`config.mk`:
```
export PLATFORM = sky130hd
export DESIGN_NAME = regfile_param
export DESIGN_NICKNAME = d
export VERILOG_FILES = /design/src/rtl/regfile_pkg.sv /design/src/rtl/regfile_clear_fsm.sv /design/src/rtl/regfile_param.sv
export SDC_FILE = /design/constraint.sdc
export NUM_CORES = 1
export LEC_CHECK = 0
export CORE_ASPECT_RATIO = 1.2
export CORE_MARGIN = 4
export CORE_UTILIZATION = 55
export CTS_BUF_LIST = sky130_fd_sc_hd__clkbuf_2
export CTS_CLUSTER_DIAMETER = 120
export DETAILED_ROUTE_END_ITERATION = 6
export PLACE_DENSITY = 0.78
export REMOVE_ABC_BUFFERS = 1
export SETUP_SLACK_MARGIN = 0.02
export SLEW_MARGIN = 20
export SYNTH_ARGS = -nofsm -noshare
export SYNTH_HDL_FRONTEND = slang
export SYNTH_SLANG_ARGS = --single-unit
```
`constraint.sdc`:
```
create_clock -name clk -period 4 [get_ports clk]
set_input_delay 0.6 -clock clk [delete_from_list [all_inputs] [get_ports clk]]
set_output_delay 0.6 -clock clk [all_outputs]
set_load 0.01 [all_outputs]
```
`src/rtl/regfile_pkg.sv`:
```
// Shared constants and types for the parameterised register file.
// The optional same-cycle write-to-read bypass is enabled with REGFILE_BYPASS_EN.
package regfile_pkg;

  // Default geometry: 8 registers of 8 bits each.
  localparam int unsigned DefaultXlen  = 8;
  localparam int unsigned DefaultNregs = 8;

  // Legal geometry limits.
  localparam int unsigned MinXlen  = 8;
  localparam int unsigned MaxXlen  = 64;
  localparam int unsigned MinNregs = 4;
  localparam int unsigned MaxNregs = 32;

  // Bulk-clear sequencer states.
  typedef enum logic [0:0] {
    IDLE,
    CLEAR
  } clr_state_t;

  // True when v is a non-zero power of two.
  function automatic logic is_pow2(input int unsigned v);
    return (v != 0) && ((v & (v - 1)) == 0);
  endfunction

endpackage

```
`src/rtl/regfile_clear_fsm.sv`:
```
// Bulk-clear sequencer: walks an index from 1 to NREGS-1, issuing one zeroing
// write per cycle, then emits a single-cycle completion pulse.
module regfile_clear_fsm
  import regfile_pkg::*;
#(
  parameter int unsigned NREGS = DefaultNregs,
  localparam int unsigned AW   = $clog2(NREGS)
) (
  input  logic          clk,
  input  logic          rst,
  input  logic          clr_req,
  output logic          busy,
  output logic          clr_done,
  output logic          clr_we,
  output logic [AW-1:0] clr_idx
);

  // Register 0 is hard-wired to zero, so the walk starts at 1.
  localparam logic [AW-1:0] FirstIdx = AW'(1);
  localparam logic [AW-1:0] LastIdx  = AW'(NREGS - 1);

  clr_state_t    state_q;
  logic [AW-1:0] idx_q;
  logic          busy_q;
  logic          done_q;

  // Sequencer state, index counter and registered status outputs.
  always_ff @(posedge clk or negedge rst) begin
    if (!rst) begin
      state_q <= IDLE;
      idx_q   <= FirstIdx;
      busy_q  <= 1'b0;
      done_q  <= 1'b0;
    end else begin
      done_q <= 1'b0;
      case (state_q)
        IDLE: begin
          if (clr_req) begin
            state_q <= CLEAR;
            idx_q   <= FirstIdx;
            busy_q  <= 1'b1;
          end
        end
        CLEAR: begin
          // Stop on the last register rather than letting the counter wrap.
          if (idx_q == LastIdx) begin
            state_q <= IDLE;
            idx_q   <= FirstIdx;
            busy_q  <= 1'b0;
            done_q  <= 1'b1;
          end else begin
            idx_q <= idx_q + FirstIdx;
          end
        end
        default: begin
          state_q <= IDLE;
          idx_q   <= FirstIdx;
          busy_q  <= 1'b0;
        end
      endcase
    end
  end

  assign busy     = busy_q;
  assign clr_done = done_q;
  assign clr_we   = busy_q;
  assign clr_idx  = idx_q;

endmodule

```
`src/rtl/regfile_param.sv`:
```
// Parameterised register file: one write port, two combinational read ports,
// a debug read port and a bulk-clear sequencer. Register 0 reads as zero.
// Define REGFILE_BYPASS_EN to forward a pending write to rd1/rd2 in the same
// cycle; dbg_data always reflects stored contents.
module regfile_param
  import regfile_pkg::*;
#(
  parameter int unsigned XLEN  = DefaultXlen,
  parameter int unsigned NREGS = DefaultNregs,
  localparam int unsigned AW   = $clog2(NREGS)
) (
  input  logic            clk,
  input  logic            rst,
  input  logic            we3,
  input  logic [AW-1:0]   wa3,
  input  logic [XLEN-1:0] wd3,
  input  logic [AW-1:0]   ra1,
  input  logic [AW-1:0]   ra2,
  output logic [XLEN-1:0] rd1,
  output logic [XLEN-1:0] rd2,
  input  logic            clr_req,
  output logic            busy,
  output logic            clr_done,
  input  logic [AW-1:0]   dbg_addr,
  output logic [XLEN-1:0] dbg_data
);

  // Elaboration-time geometry guard.
  if (XLEN < MinXlen || XLEN > MaxXlen) begin : g_bad_xlen
    $error("regfile_param: XLEN out of range");
  end
  if (NREGS < MinNregs || NREGS > MaxNregs || !is_pow2(NREGS)) begin : g_bad_nregs
    $error("regfile_param: NREGS must be a power of two in range");
  end

  logic [XLEN-1:0] regs_q [NREGS];

  logic          clr_we;
  logic [AW-1:0] clr_idx;
  logic          host_we;

  regfile_clear_fsm #(
    .NREGS (NREGS)
  ) u_clear_fsm (
    .clk      (clk),
    .rst      (rst),
    .clr_req  (clr_req),
    .busy     (busy),
    .clr_done (clr_done),
    .clr_we   (clr_we),
    .clr_idx  (clr_idx)
  );

  // Host writes are dropped while clearing and when aimed at register 0.
  assign host_we = we3 && !busy && (wa3 != '0);

  // Storage: the clear sequencer and the host never write in the same cycle.
  always_ff @(posedge clk or negedge rst) begin
    if (!rst) begin
      for (int i = 0; i < int'(NREGS); i++) begin
        regs_q[i] <= '0;
      end
    end else if (clr_we) begin
      regs_q[clr_idx] <= '0;
    end else if (host_we) begin
      regs_q[wa3] <= wd3;
    end
  end

  // Stored value at an address, with register 0 forced to zero.
  function automatic logic [XLEN-1:0] stored(input logic [AW-1:0] addr);
    return (addr == '0) ? '0 : regs_q[addr];
  endfunction

  // Read muxing for the two data ports and the debug port.
  always_comb begin
    rd1      = stored(ra1);
    rd2      = stored(ra2);
    dbg_data = stored(dbg_addr);
`ifdef REGFILE_BYPASS_EN
    if (host_we && (wa3 == ra1)) begin
      rd1 = wd3;
    end
    if (host_we && (wa3 == ra2)) begin
      rd2 = wd3;
    end
`endif
  end

endmodule
```
# After elaboration in Yosys (flattened, before gate mapping)
# Cells that the tools add are included.
word_totals:
  regBits: 70
  input_bits: 24
  output_inout_bits: 26
  wordCells: 72
op_classes:
  addsub: 1
  n_lt_le_gt_ge: 7
  eq_ne: 3
  n_mux: 30
  n_bitwise: 8
  reduce_logical: 11
ops:
  columns: ["op", "count"]
  rows:
  - ["64-bit two-way mux", 2]
  - ["8-bit two-way mux", 11]
  - ["8-bit binary-select mux with 3-bit select", 3]
  - ["64-bit bitwise AND", 1]
  - ["64-bit bitwise mux", 1]
  - ["64-bit inverter", 1]
  - ["8-bit demux with 3-bit select", 2]
  - ["4-bit greater-or-equal comparator (second input constant)", 5]
  - ["3-bit inverter with 4-bit output", 5]
  - ["3-bit zero test", 3]
  - ["4-bit by 1-bit < comparator with 1-bit output (second input constant)", 2]
  - ["1-bit two-way mux", 6]
  - ["3-bit two-way mux", 2]
  - ["3-bit case mux with 2 select lines", 1]
  - ["1-bit logical AND", 4]
  - ["2-bit inequality test (second input constant)", 2]
  - ["1-bit case mux with 2 select lines", 2]
  - ["3-bit by 1-bit adder with 3-bit output (second input constant)", 1]
  - ["3-bit equality test (second input constant)", 1]
  - ["3-bit nonzero test", 1]
  - ["2-bit AND reduction", 1]
  - ["2-bit nonzero test", 1]
  - ["1-bit zero test", 1]
  - ["1-bit inverter", 1]

# Depth between registers and ports, before layout
logic_depth:
  word_depth: 8
  depth_mapped: 6

# By module
# A second synthesis with hierarchy kept.
unflattened:
  hier_cells: 523
  area_unflattened_um2: 4798.4
by_module_without_submodules:
  columns: ["module", "n_inst", "cells_each", "area_each_um2", "seq_area_each_um2"]
  rows:
  - ["regfile_param", 1, 501, 4513.1, 1401.3]
  - ["regfile_clear_fsm", 1, 22, 285.3, 151.4]

# Worst setup path before layout
# OpenSTA, ideal clock, no wires.
synth_path:
  path_kind: "input to output"
  startpoint: "input dbg_addr[2]"
  endpoint: "output dbg_data[7]"
  arrival_ps: 1466
  slack_ps: 1934
  path_stages: 5
  path_buffers: 2
  path_cell_list: "buf_2 and2_1 buf_2 a22o_1 a21oi_1"
synth_via:
  elab_chain_len: 5
  word_cells_on_any_way: 6
synth_lines:
  columns: ["item", "line", "rtl"]
  rows:
  - ["start, declared", "regfile_param.sv:24", "input logic [AW-1:0] dbg_addr,"]
  - ["3-bit inverter with 4-bit output (implied by the code)", "regfile_param.sv:72", "return (addr == '0) ? '0 : regs_q[addr];"]
  - ["8-bit binary-select mux with 3-bit select", "regfile_param.sv:72", null]
  - ["8-bit two-way mux (implied by the code) (2 in series)", "regfile_param.sv:72", null]
  - ["8-bit two-way mux (*)", "regfile_param.sv:72", null]
  - ["end, declared", "regfile_param.sv:25", "output logic [XLEN-1:0] dbg_data"]
# Mark *: on every way between the ends. The rest lies on a longest branch, timed or not. The select of a mux whose other input is x is not followed.

# Worst setup path in the final report
layout_path:
  startpoint: "input ra1[0]"
  endpoint: "output rd1[4]"
layout_via:
  elab_chain_len: 5
  word_cells_on_any_way: 6
layout_lines:
  columns: ["item", "line", "rtl"]
  rows:
  - ["start, declared", "regfile_param.sv:17", "input logic [AW-1:0] ra1,"]
  - ["3-bit inverter with 4-bit output (implied by the code)", "regfile_param.sv:72", null]
  - ["8-bit binary-select mux with 3-bit select", "regfile_param.sv:72", null]
  - ["8-bit two-way mux (implied by the code) (2 in series)", "regfile_param.sv:72", null]
  - ["8-bit two-way mux (*)", "regfile_param.sv:72", null]
  - ["end, declared", "regfile_param.sv:19", "output logic [XLEN-1:0] rd1,"]
# Marked as above.

==> summary.txt <==
Run status
  – Status: finished, final reports clean

Setup path
  – CP arrival: approximately 2900 ps
  – Most common cell on crit path: clkdlybuf4s50_1
  – Slowest Stage Delay on Critical Path: 870 ps
  – Reg2Reg Launch Point: u_clear_fsm.busy$_DFFE_PN0P_
  – WS Path Type: in -> out
  – Critical path startpoint category: input port
  – Crit-path slowest cell: clkdlybuf4s50_1
  – Worst R2R Setup Slack: around 1900 ps
  – R2R cell count: 4
  – Critical Path Sink Type: primary output
  – Crit path from: ra1[0]
  – Critical path fanouts, max: 14
  – Critical-path cell list: clkdlybuf4s50_1 > buf_4 > mux2i_1 > a221oi_2 > clkdlybuf4s50_1
  – CP required: around 3400 ps

Clock network
  – Root Driver: clkbuf_2
  – Total CTS buffers: 9
  – CTS Hold Bufs: 0
  – # resized after CTS: 0
  – Sink Count: 62
  – CTS HTree Levels: 3
  – Deepest clock path buffer count: 2
  – # Post-CTS Setup Buffers: 0
  – Clock latency on the worst-skew pair: between 500 and 600 ps
  – Clock slew at reported path FFs: approximately 200 ps
  – CTS tree: built

Timing
  – FMAX: between 200 and 300 MHz
  – Worst Skew: ~30 ps
  – Final period util: 87.0%
  – Rel. slew slack: approximately 45%
  – Post-layout min period: between 3000 and 4000 ps
  – Pins over their slew limit: 0
  – Fin. Hold Viols: 0
  – Setup Viol. Count Final: 0
  – Hold_ws: between 100 and 150 ps
  – Final setup TNS: 0 ps
  – Worst-margin pin slew: roughly 830 ps
  – RSZ-0062 raised after global routing: false

Route
  – Vias: 3481
  – Residual DRC: 0
  – Final ANT Viol Nets: 0
  – Wire per inst: around 23 um
  – Routed WL: about 12000 um
  – Vias/cell: 6.58
  – First-pass DRT Iterations: 5
  – Starting DRT DRC Count: 250

GRT
  – Remaining Overflow, GRT: 0
  – Largest net degree at the start of global routing: 38
  – Global-route wire length before repair: around 20000 um
  – GRT Total Usage: roughly a quarter
  – Initial antenna violation count: 0
  – Vias in the first global route: about 3500

Die
  – Die span in x: roughly 91 um
  – Num ports: 50
  – # rows: 36
  – Die height: roughly 110 um
  – Die area: approximately 10000 um^2
  – Core Area: 8110 um^2
  – Starting Density: a little under three fifths

Yosys
  – Post-synthesis sequential area ratio: 34.2%
  – Post-synth cell types: 39
  – EDFF count, synth: 0
  – FFs w/ async S/R, synth: 100%
  – Synth Warn #: 0
  – Synth Area per Inst: between 10 and 15 um^2
  – Post-Syn Area: ~4500 um^2
  – Flops & latches, synth: 62
  – Post-synthesis cell count: approximately 400
  – Synth Flop Type: dfrtp_1

Power and ir drop
  – Peak supply drop: around 0.00048 V
  – Static Leak: 2.28 nW
  – Pwr dens: about 620 nW/um^2

Final layout
  – Layout cell share with drive strength beyond 1: between 20% and 30%
  – Fin cells: around 530
  – Number of nets in the layout: between 400 and 500
  – Area Growth Syn to Fin: 12.4%
  – Final Util: 63.0%
  – Diodes inserted: 0

Placed design
  – DPL Wire Length: ~9000 um
  – IO Port Bufs: 49
  – Final RePlAce weighted congestion: around 0.94
  – Placed Instances: between 500 and 600

Hold path
  – Hold crit path type: in -> async

Flow run
  – Max Cap Viol: 0
## final cells by class
type / instances / area, um^2
Clock buffer: 9 / 45.0
Clock inverter: 7 / 113
Fill cell: 665 / 3000
Inverter: 17 / 63.8
Multi-Input combinational cell: 280 / 2650
Sequential cell: 62 / 1550
Tap cell: 95 / 119
Timing Repair Buffer: 59 / 561
## synth_stat cells, drive strengths merged, types with 2 or more instances
cell	instances	area [um^2]
mux2i	89	891
dfrtp	61	1530
o2bb2ai	48	420
mux2	40	450
a221oi	35	413
buf	32	262
inv	17	63.8
nand2	13	48.8
nor2	9	41.3
o22ai	9	56.3
a31oi	8	75.1
clkbuf	4	15.0
nor2b	4	40.0
a21oi	3	15.0
nand4b	3	26.3
a22o	2	17.5
and2	2	12.5
and4bb	2	25.0
ha	2	25.0
nand4bb	2	22.5
o31a	2	17.5
## critical path: cells and delay by family
family          cells  cell delay [ps]
buf+inv             3             1830
compound gates      1              310
mux                 1              130
## sequential cells by signal (all words and copies together), names as in the netlist
signal and count:
u_clear_fsm.clr_idx 3, u_clear_fsm.busy 1, regs_q 56, u_clear_fsm.clr_done 1
u_clear_fsm.state_q 1
## power by group
group          leakage, nW  internal [mW]  switching, mW
Clock               0.0832          0.265          0.246
Combinational         1.38          0.673          0.667
Sequential           0.823          0.882          0.410
Total                 2.28           1.82           1.32
## final timing paths
| check | endpoint |
|---|---|
| setup reg to reg | regs_q[7]$_DFFE_PN0P_ |
| hold / removal | u_clear_fsm.state_q$_DFF_PN0_ |
| hold reg to reg | u_clear_fsm.clr_idx[0]$_DFFE_PN1P_ |
| min in group clk | u_clear_fsm.clr_idx[0]$_DFFE_PN1P_ |
| setup / recovery | rd1[4] |
| max in group asynchronous | regs_q[25]$_DFFE_PN0P_ |
## layout by cell type (no fill, tap or decap), drive strengths merged, types with 2 or more instances in the layout
| master | instances |
|---|---|
| a21oi | 3 |
| a221oi | 35 |
| a22o | 2 |
| a31oi | 8 |
| and2 | 2 |
| and4bb | 2 |
| buf | 11 |
| bufinv | 3 |
| clkbuf | 9 |
| clkdlybuf4s50 | 48 |
| clkinv | 2 |
| clkinvlp | 2 |
| dfrtp | 61 |
| ha | 2 |
| inv | 17 |
| mux2 | 40 |
| mux2i | 89 |
| nand2 | 13 |
| nand4b | 3 |
| nand4bb | 2 |
| nor2 | 9 |
| nor2b | 4 |
| o22ai | 9 |
| o2bb2ai | 48 |
| o31a | 2 |
## routing by layer
metal | track usage [%] | wire (um) | vias up
met1 | 32.1 | 5110 | 1713
met2 | 43.1 | 5940 | 99
li1 | - | - | 1631
met4 | 13.3 | 492 | 0
met5 | 0 | 0 | -
met3 | 4.83 | 639 | 38
## stage by stage
stage	setup slack [ps]	area, um^2	power [mW]
2_1_floorplan	1970	4270	2.07
3_3_place_gp	570	4950	2.56
3_5_place_dp	539	4950	2.63
4_1_cts	540	5110	3.14
5_1_grt	426	5110	3.34
6_report	518	5110	3.14
## kinds of logic (layout without fill, tap and decap cells)
family                     count (synthesis)  in the layout  share of synthesized area [%]
AOI/OAI and AO/OA                        109            109                           22.7
adders and majority gates                  2              2                          0.551
buffers and inverters                     53             92                           7.49
DFF                                       62             62                           34.2
muxes                                    129            129                           29.5
and+or+nand+nor                           40             40                           5.59
(Power assumes the default switching activity.)
